$ cat src/rtl/mac_accumulator_if.sv
// rtl/mac_accumulator_if.sv - operand/result handshake bundle for mac_accumulator
interface mac_accumulator_if #(
  parameter int width     = 8,
  parameter int acc_width = 24,
  parameter int k_width   = 8
);
  logic                 start;
  logic [k_width-1:0]   dim_k;
  logic [width-1:0]     a_in;
  logic [width-1:0]     b_in;
  logic                 in_valid;
  logic                 in_ready;
  logic [acc_width-1:0] result;
  logic                 result_valid;
  logic                 result_ready;
  logic                 result_we;
  logic                 busy;
  logic                 overflow;

  modport master (
    output start, dim_k, a_in, b_in, in_valid, result_ready,
    input  in_ready, result, result_valid, result_we, busy, overflow
  );

  modport slave (
    input  start, dim_k, a_in, b_in, in_valid, result_ready,
    output in_ready, result, result_valid, result_we, busy, overflow
  );
endinterface

$ cat src/rtl/mac_accumulator.sv
// rtl/mac_accumulator.sv - unsigned dot-product accumulator feeding a result register
// Optional MAC_SATURATE_EN clamps the accumulator to all-ones on overflow instead of wrapping.
module mac_accumulator #(
  parameter int width     = 8,
  parameter int acc_width = 24,
  parameter int k_width   = 8
) (
  input  logic            clk,
  input  logic            rst,
  mac_accumulator_if.slave bus
);

  typedef enum logic [1:0] {IDLE, ACCUM, DONE} state_t;

  localparam logic [k_width-1:0] k_one = 1;

  state_t               state, state_nx;
  logic [acc_width-1:0] acc, acc_nx;
  logic [k_width-1:0]   cnt, dim_q;
  logic                 ovf;
  logic                 beat, last_beat;
  logic [2*width-1:0]   prod;
  logic [acc_width:0]   sum;
  logic                 in_ready_d, result_valid_d, busy_d;

  always_ff @(posedge clk or negedge rst) begin
    if (!rst) state <= IDLE;
    else      state <= state_nx;
  end

  always_comb begin
    state_nx       = state;
    in_ready_d     = 1'b0;
    result_valid_d = 1'b0;
    busy_d         = 1'b1;
    case (state)
      IDLE: begin
        busy_d = 1'b0;
        if (bus.start) state_nx = (bus.dim_k == '0) ? DONE : ACCUM;
      end
      ACCUM: begin
        in_ready_d = 1'b1;
        if (beat && last_beat) state_nx = DONE;
      end
      DONE: begin
        result_valid_d = 1'b1;
        if (bus.result_ready) state_nx = IDLE;
      end
      default: state_nx = IDLE;
    endcase
  end

  // Beat qualification uses the registered state so in_ready stays input-independent.
  assign beat      = bus.in_valid && (state == ACCUM);
  assign last_beat = (cnt == dim_q - k_one);
  assign prod      = {{width{1'b0}}, bus.a_in} * {{width{1'b0}}, bus.b_in};
  assign sum       = {1'b0, acc} + {{(acc_width + 1 - 2*width){1'b0}}, prod};

  always_comb begin
`ifdef MAC_SATURATE_EN
    acc_nx = sum[acc_width] ? {acc_width{1'b1}} : sum[acc_width-1:0];
`else
    acc_nx = sum[acc_width-1:0];
`endif
  end

  always_ff @(posedge clk or negedge rst) begin
    if (!rst) begin
      acc   <= '0;
      cnt   <= '0;
      dim_q <= '0;
      ovf   <= 1'b0;
    end else if (state == IDLE && bus.start) begin
      acc   <= '0;
      cnt   <= '0;
      dim_q <= bus.dim_k;
      ovf   <= 1'b0;
    end else if (beat) begin
      acc <= acc_nx;
      cnt <= cnt + k_one;
      if (sum[acc_width]) ovf <= 1'b1;
    end
  end

  assign bus.in_ready     = in_ready_d;
  assign bus.result_valid = result_valid_d;
  assign bus.busy         = busy_d;
  assign bus.result       = acc;
  assign bus.overflow     = ovf;
  assign bus.result_we    = result_valid_d & bus.result_ready;

endmodule

$ cat src/flat_wrapper.sv
// flat-port wrapper written by rule: the top's interface ports become plain ports
module mac_accumulator_flat 
#(
  parameter int width     = 8,
  parameter int acc_width = 24,
  parameter int k_width   = 8
)
  (clk, rst, bus_start, bus_dim_k, bus_a_in, bus_b_in, bus_in_valid, bus_result_ready, bus_in_ready, bus_result, bus_result_valid, bus_result_we, bus_busy, bus_overflow);
  mac_accumulator_if #(.width(width), .acc_width(acc_width), .k_width(k_width)) bus_i ();
  input  logic clk;
  input  logic rst;
  input wire logic [$bits(bus_i.start)-1:0] bus_start;
  input wire logic [$bits(bus_i.dim_k)-1:0] bus_dim_k;
  input wire logic [$bits(bus_i.a_in)-1:0] bus_a_in;
  input wire logic [$bits(bus_i.b_in)-1:0] bus_b_in;
  input wire logic [$bits(bus_i.in_valid)-1:0] bus_in_valid;
  input wire logic [$bits(bus_i.result_ready)-1:0] bus_result_ready;
  output wire logic [$bits(bus_i.in_ready)-1:0] bus_in_ready;
  output wire logic [$bits(bus_i.result)-1:0] bus_result;
  output wire logic [$bits(bus_i.result_valid)-1:0] bus_result_valid;
  output wire logic [$bits(bus_i.result_we)-1:0] bus_result_we;
  output wire logic [$bits(bus_i.busy)-1:0] bus_busy;
  output wire logic [$bits(bus_i.overflow)-1:0] bus_overflow;
  assign bus_i.start = bus_start;
  assign bus_i.dim_k = bus_dim_k;
  assign bus_i.a_in = bus_a_in;
  assign bus_i.b_in = bus_b_in;
  assign bus_i.in_valid = bus_in_valid;
  assign bus_i.result_ready = bus_result_ready;
  assign bus_in_ready = bus_i.in_ready;
  assign bus_result = bus_i.result;
  assign bus_result_valid = bus_i.result_valid;
  assign bus_result_we = bus_i.result_we;
  assign bus_busy = bus_i.busy;
  assign bus_overflow = bus_i.overflow;
  mac_accumulator #(.width(width), .acc_width(acc_width), .k_width(k_width)) u_core (.clk(clk), .rst(rst), .bus(bus_i));
endmodule
$ cat config.mk
export PLATFORM = sky130hd
export DESIGN_NAME = mac_accumulator_flat
export DESIGN_NICKNAME = d
export VERILOG_FILES = /design/src/rtl/mac_accumulator_if.sv /design/src/rtl/mac_accumulator.sv /design/src/flat_wrapper.sv
export SDC_FILE = /design/constraint.sdc
export NUM_CORES = 1
export LEC_CHECK = 0
export CORE_MARGIN = 5
export CORE_UTILIZATION = 62
export CTS_CLUSTER_DIAMETER = 30
export CTS_CLUSTER_SIZE = 16
export DETAILED_ROUTE_END_ITERATION = 7
export HOLD_SLACK_MARGIN = 0.08
export PLACE_DENSITY = 0.95
export SYNTH_ARGS = -nofsm -noshare
export SYNTH_HDL_FRONTEND = slang
export SYNTH_SLANG_ARGS = --single-unit
$ cat constraint.sdc
create_clock -name clk -period 8 [get_ports clk]
set_input_delay 1.2 -clock clk [delete_from_list [all_inputs] [get_ports clk]]
set_output_delay 1.2 -clock clk [all_outputs]
set_load 0.02 [all_outputs]
* Word level (Yosys, flattened, before mapping) *
Index checks and enable logic that the tools add are counted.

storage, ports and cells
  bits in registers = 43
  RAM bits = 0
  memories = 0
  memory bits (read-only) = 0
  bits in latches = 0

operators by class
  reduce and logical (&&, ||, !) cells = 9
  bitwise logic cells = 1
  add/sub/neg operators = 3
  $lt $le $gt $ge = 0
  mux-type cells = 15
  div/mod/pow operators = 0
  multipliers = 1
  equality and inequality tests = 6
  shift-type cells = 0

operators by type and width
  operator               count
  $mux W24               2
  $add A24 B16 Y25       1
  $mul A8 B8 Y16         1
  $mux W8                2
  $add A8 B1 Y8 const B  1
  $eq A8 B8 Y1           1
  $logic_not A8 Y1       1
  $mux W2                4
  $sub A8 B1 Y8 const B  1
  $mux W1                6
  $pmux W2 S3            1
  $ne A2 B2 Y1 const B   2
  $reduce_bool A2 Y1     2
  $logic_and A1 B1 Y1    3
  $reduce_and A3 Y1      1
  $eq A2 B1 Y1 const B   1
  $eq A2 B2 Y1 const B   1
  $logic_not A2 Y1       1
  $ne A2 B1 Y1 const B   1
  $reduce_and A2 Y1      1
  $and A1 B1 Y1          1

* Logic depth before layout (Yosys ltp) *
  depth after elaboration = 5
  mapped depth = 18
  depth with buffers taken out = 16

* Worst setup path after synthesis *
No wires, ideal clock.

  path kind = input-to-reg
  start = input bus_b_in[1]
  end = register u_core.acc[15] (netlist: u_core.bus.result[15])
  setup slack = 2.873 ns
  setup time = 0.122 ns
  required time = 7.878 ns
  buffers on the path = 1
  arrival time = 5.006 ns
  cell stages on the path = 16
  cell sequence = clkbuf_1 nand2_1 fa_1 inv_1 fa_1 fa_1 inv_1 fa_1 inv_1 ha_1 nand3_1 nand2_1 o21ai_0 a21oi_1 or3_1 a32o_1

between the ends
  cells in the longest elaborated chain, start to end = 4

ends and longest elaborated chain
  what                    line                   text
  start: declaration      flat_wrapper.sv:15     input wire logic [$bits(bus_i.b_in)-1:0] bus_b_in;
  $mul A8 B8 Y16          mac_accumulator.sv:56  assign prod = {{width{1'b0}}, bus.a_in} * {{width{1'b0}}, bus.b_in};
  $add A24 B16 Y25        mac_accumulator.sv:57  assign sum = {1'b0, acc} + {{(acc_width + 1 - 2*width){1'b0}}, prod};
  $mux W24                mac_accumulator.sv:78  end else if (beat) begin
  $mux W24                mac_accumulator.sv:73  end else if (state == IDLE && bus.start) begin
  end signal: assignment  mac_accumulator.sv:79  acc <= acc_nx;
  end: declaration        mac_accumulator.sv:18  logic [acc_width-1:0] acc, acc_nx;

Every way passes these cells. The select of a mux whose other input is x is not followed.
A chain may end at the register's enable or synchronous reset.

* Worst setup path in the final report *
  start = input bus_a_in[4]
  end = register u_core.acc[15] (netlist: u_core.bus.result[15])

between the ends
  cells in the longest elaborated chain, start to end = 4

ends and longest elaborated chain
  what                line                   text
  start: declaration  flat_wrapper.sv:14     input wire logic [$bits(bus_i.a_in)-1:0] bus_a_in;
  $mul A8 B8 Y16      mac_accumulator.sv:56
  $add A24 B16 Y25    mac_accumulator.sv:57
  $mux W24            mac_accumulator.sv:78
  $mux W24            mac_accumulator.sv:73

Every way passes these cells. The select of a mux whose other input is x is not followed.

==> results.json <==
{
  "fin_setup_tns_ps": 0,
  "start_util_pct": 64.6,
  "area.sequential_mm2": 0.00108,
  "htree_levels": 2,
  "drtAntennaViolNets": 0,
  "grt_setup_unrepaired": "false",
  "die_h_um": 97.4,
  "fin_worst_skew_ps": 15.6,
  "cp-start-kind": "primary input",
  "synth-edff-count": 0,
  "fillers": 485,
  "worst_pin_slew_ps": 961,
  "cts_buffers": 5,
  "synth.avg_cell_area_um2": 8.75,
  "core-area_mm2": 0.00733,
  "synth_cells": 541,
  "grt_overflow_total": 0,
  "path_clk_slew_ps": 90,
  "post-route-period-util_pct": 73.8,
  "worstSetupPathType": "in2reg",
  "hpwl_um": 8690,
  "outcome": "completed",
  "vias_per_cell": 5.55,
  "rows": 31,
  "synth_area_mm2": 0.00474,
  "dpl_cell_area_mm2": 0.00538,
  "grt_max_degree": 44,
  "grt_pass1_wl_um": 19200,
  "synth_nets": 663,
  "drc": 0,
  "clkSinkCount": 43,
  "ioPinCount": 58,
  "hold_depth": 2,
  "cp.required_ps": 8210,
  "synth_seq_cells": 43,
  "cts-root-buf": "clkbuf_8",
  "hold_viol_final": 0,
  "wirelength_um": 10800,
  "cts_tree": "built",
  "p_per_area_mw_per_mm2": 361,
  "antenna_found_initial": 0,
  "grt_usage_pct": 24.0,
  "num_vias": 3847,
  "fin_area_mm2": 0.00549,
  "p_leak_nw": 2.76,
  "yosys_warnings": 0,
  "ys_seq_area_share_pct": 22.7,
  "fmax_mhz": 169,
  "ys.flop_type": "dfrtp_1",
  "maxCapViolations": 0,
  "drv_slew": 0,
  "ys_types": 49,
  "cp.arrival_ps": 6110,
  "final_nets": 715,
  "io_buffer_count": 57,
  "drt-initial-drc-count": 211,
  "synth-async-reset-ratio_pct": 100,
  "ff2ff_path_depth": 15,
  "drive_gt1_share_pct": 3.20,
  "peakVddDrop_v": 0.000237,
  "die_x_um": 97.4,
  "diodes": 0,
  "ctsHoldBuffers": 0,
  "dr.pass1.iters": 4,
  "dieArea_mm2": 0.00949,
  "post-route-min-period_ps": 5910,
  "clockBufferDepth": 2,
  "critPathMaxFanout": 8,
  "grt_pass1_vias": 4251,
  "finalHoldWorstSlack_ps": 502,
  "cts-resized-gates": 0,
  "max_slew_margin_pct": 35.9,
  "setup_viol": 0,
  "clkLatencyLatePin_ps": 310,
  "multi_input_area_mm2": 0.00322,
  "wl_per_cell_um": 15.5,
  "area_delta_synth_final_pct": 16.0,
  "post_cts_buffers": 0,
  "hold_path_class": "reg2reg",
  "cp-end-kind": "register",
  "place.gp.congestion": 0.857
}
[sequential cells by signal, indices dropped and copies added, names as in the netlist]
name	flops
u_core.bus.overflow	1
u_core.dim_q	8
u_core.state	2
u_core.cnt	8
u_core.bus.result	24
[path summary, 6_finish.rpt]
| path | slack, ps | end | startpoint |
|---|---|---|---|
| worst min-delay path | 500 | u_core.bus.overflow | u_core.bus.overflow |
| worst min register to register | 500 | u_core.bus.overflow | u_core.bus.overflow |
| worst max-delay path | 2090 | u_core.bus.result[15] | bus_a_in[4] |
| worst max register to register | 3440 | u_core.bus.result[15] | u_core.bus.result[7] |
| min in group asynchronous | 1040 | u_core.bus.result[14] | rst |
| max in group asynchronous | 6350 | u_core.cnt[1] | rst |
[critical path, cell delays in order]
cell and delay, ps:
clkdlybuf4s50_1 650, nand2_1 130, fa_1 550, inv_1 50, fa_1 490, fa_1 560, inv_1 60, fa_1 530
inv_1 40, ha_1 370, a21oi_1 160, nand2_1 80, o21ai_0 470, a21oi_1 190, or3_1 350, a32o_1 250
[layout make-up]
| class | instances | area share, % |
|---|---|---|
| Clock inverter | 2 | 0.638 |
| Clock buffer | 6 | 1.50 |
| Sequential cell | 43 | 19.6 |
| Multi-Input combinational cell | 384 | 58.7 |
| Inverter | 101 | 6.90 |
| Tap cell | 99 | 2.26 |
| Timing Repair Buffer | 58 | 10.4 |
[metal layers]
metal  track usage, %  routed length [um]  vias up
li1                 -                   -     1818
met1             29.6                4510     1878
met2             43.2                5490      128
met3             4.45                 562       23
met4             6.28                 205        0
met5                0                   0        -
[cell usage after synthesis (2+ instances only)]
master,number,share of area [%]
o211ai_1,3,0.48
a22o_1,6,1.1
mux2i_1,6,1.3
ha_1,43,11
o21ai_0,24,2.5
nor3b_1,5,0.79
o31a_1,2,0.37
nor4_1,2,0.26
clkbuf_1,7,0.55
and3_1,4,0.53
xor2_1,13,2.4
nor3_1,3,0.32
nor2_1,23,1.8
nand4_1,7,0.92
buf_2,4,0.42
xnor2_1,12,2.2
nand2_1,87,6.9
a21o_1,3,0.48
or3_4,2,0.48
a211o_1,2,0.37
fa_1,50,21
and2_1,39,5.2
a21oi_1,14,1.5
or3_1,3,0.40
a211oi_1,3,0.48
a211oi_2,2,0.53
inv_1,101,8.0
nand3_1,5,0.53
nor2b_1,4,0.53
dfrtp_1,43,23
[placed cells by master (no fill, tap or decap), drive strengths merged, types with 12 or more instances in the layout]
| cell | Yosys | layout |
|---|---|---|
| a21oi | 14 | 14 |
| and2 | 39 | 39 |
| clkdlybuf4s50 | 0 | 56 |
| dfrtp | 43 | 43 |
| fa | 50 | 50 |
| ha | 43 | 43 |
| inv | 101 | 101 |
| nand2 | 87 | 87 |
| nor2 | 23 | 23 |
| o21ai | 25 | 25 |
| xnor2 | 12 | 12 |
| xor2 | 13 | 13 |
[cells by family after synthesis]
kind of cell	synth area share, %
compound gates	9.96
mux	1.27
buf+inv	9.22
simple gates	19.7
fa+ha+maj	32.5
xor+xnor	4.62
flops	22.7
[per-stage QoR]
step           total power, mW  utilization [%]  cells  worst slack (ps)
3_5_place_dp              1.80             73.3    685              1900
5_1_grt                   2.20             74.9    693              1860
6_report                  1.99             74.9    693              2090
3_3_place_gp              1.72             73.3    685              1940
2_1_floorplan             1.43                -    541              2870
4_1_cts                   1.99             74.9    693              2150
[power breakdown]
part / switching (mW) / internal, mW / leakage [nW]
clock network: 0.0804 / 0.101 / 0.0612
registers: 0.0711 / 0.285 / 0.567
logic: 0.829 / 0.619 / 2.13
total: 0.980 / 1.01 / 2.76
Power figures use the tool's default switching activity.
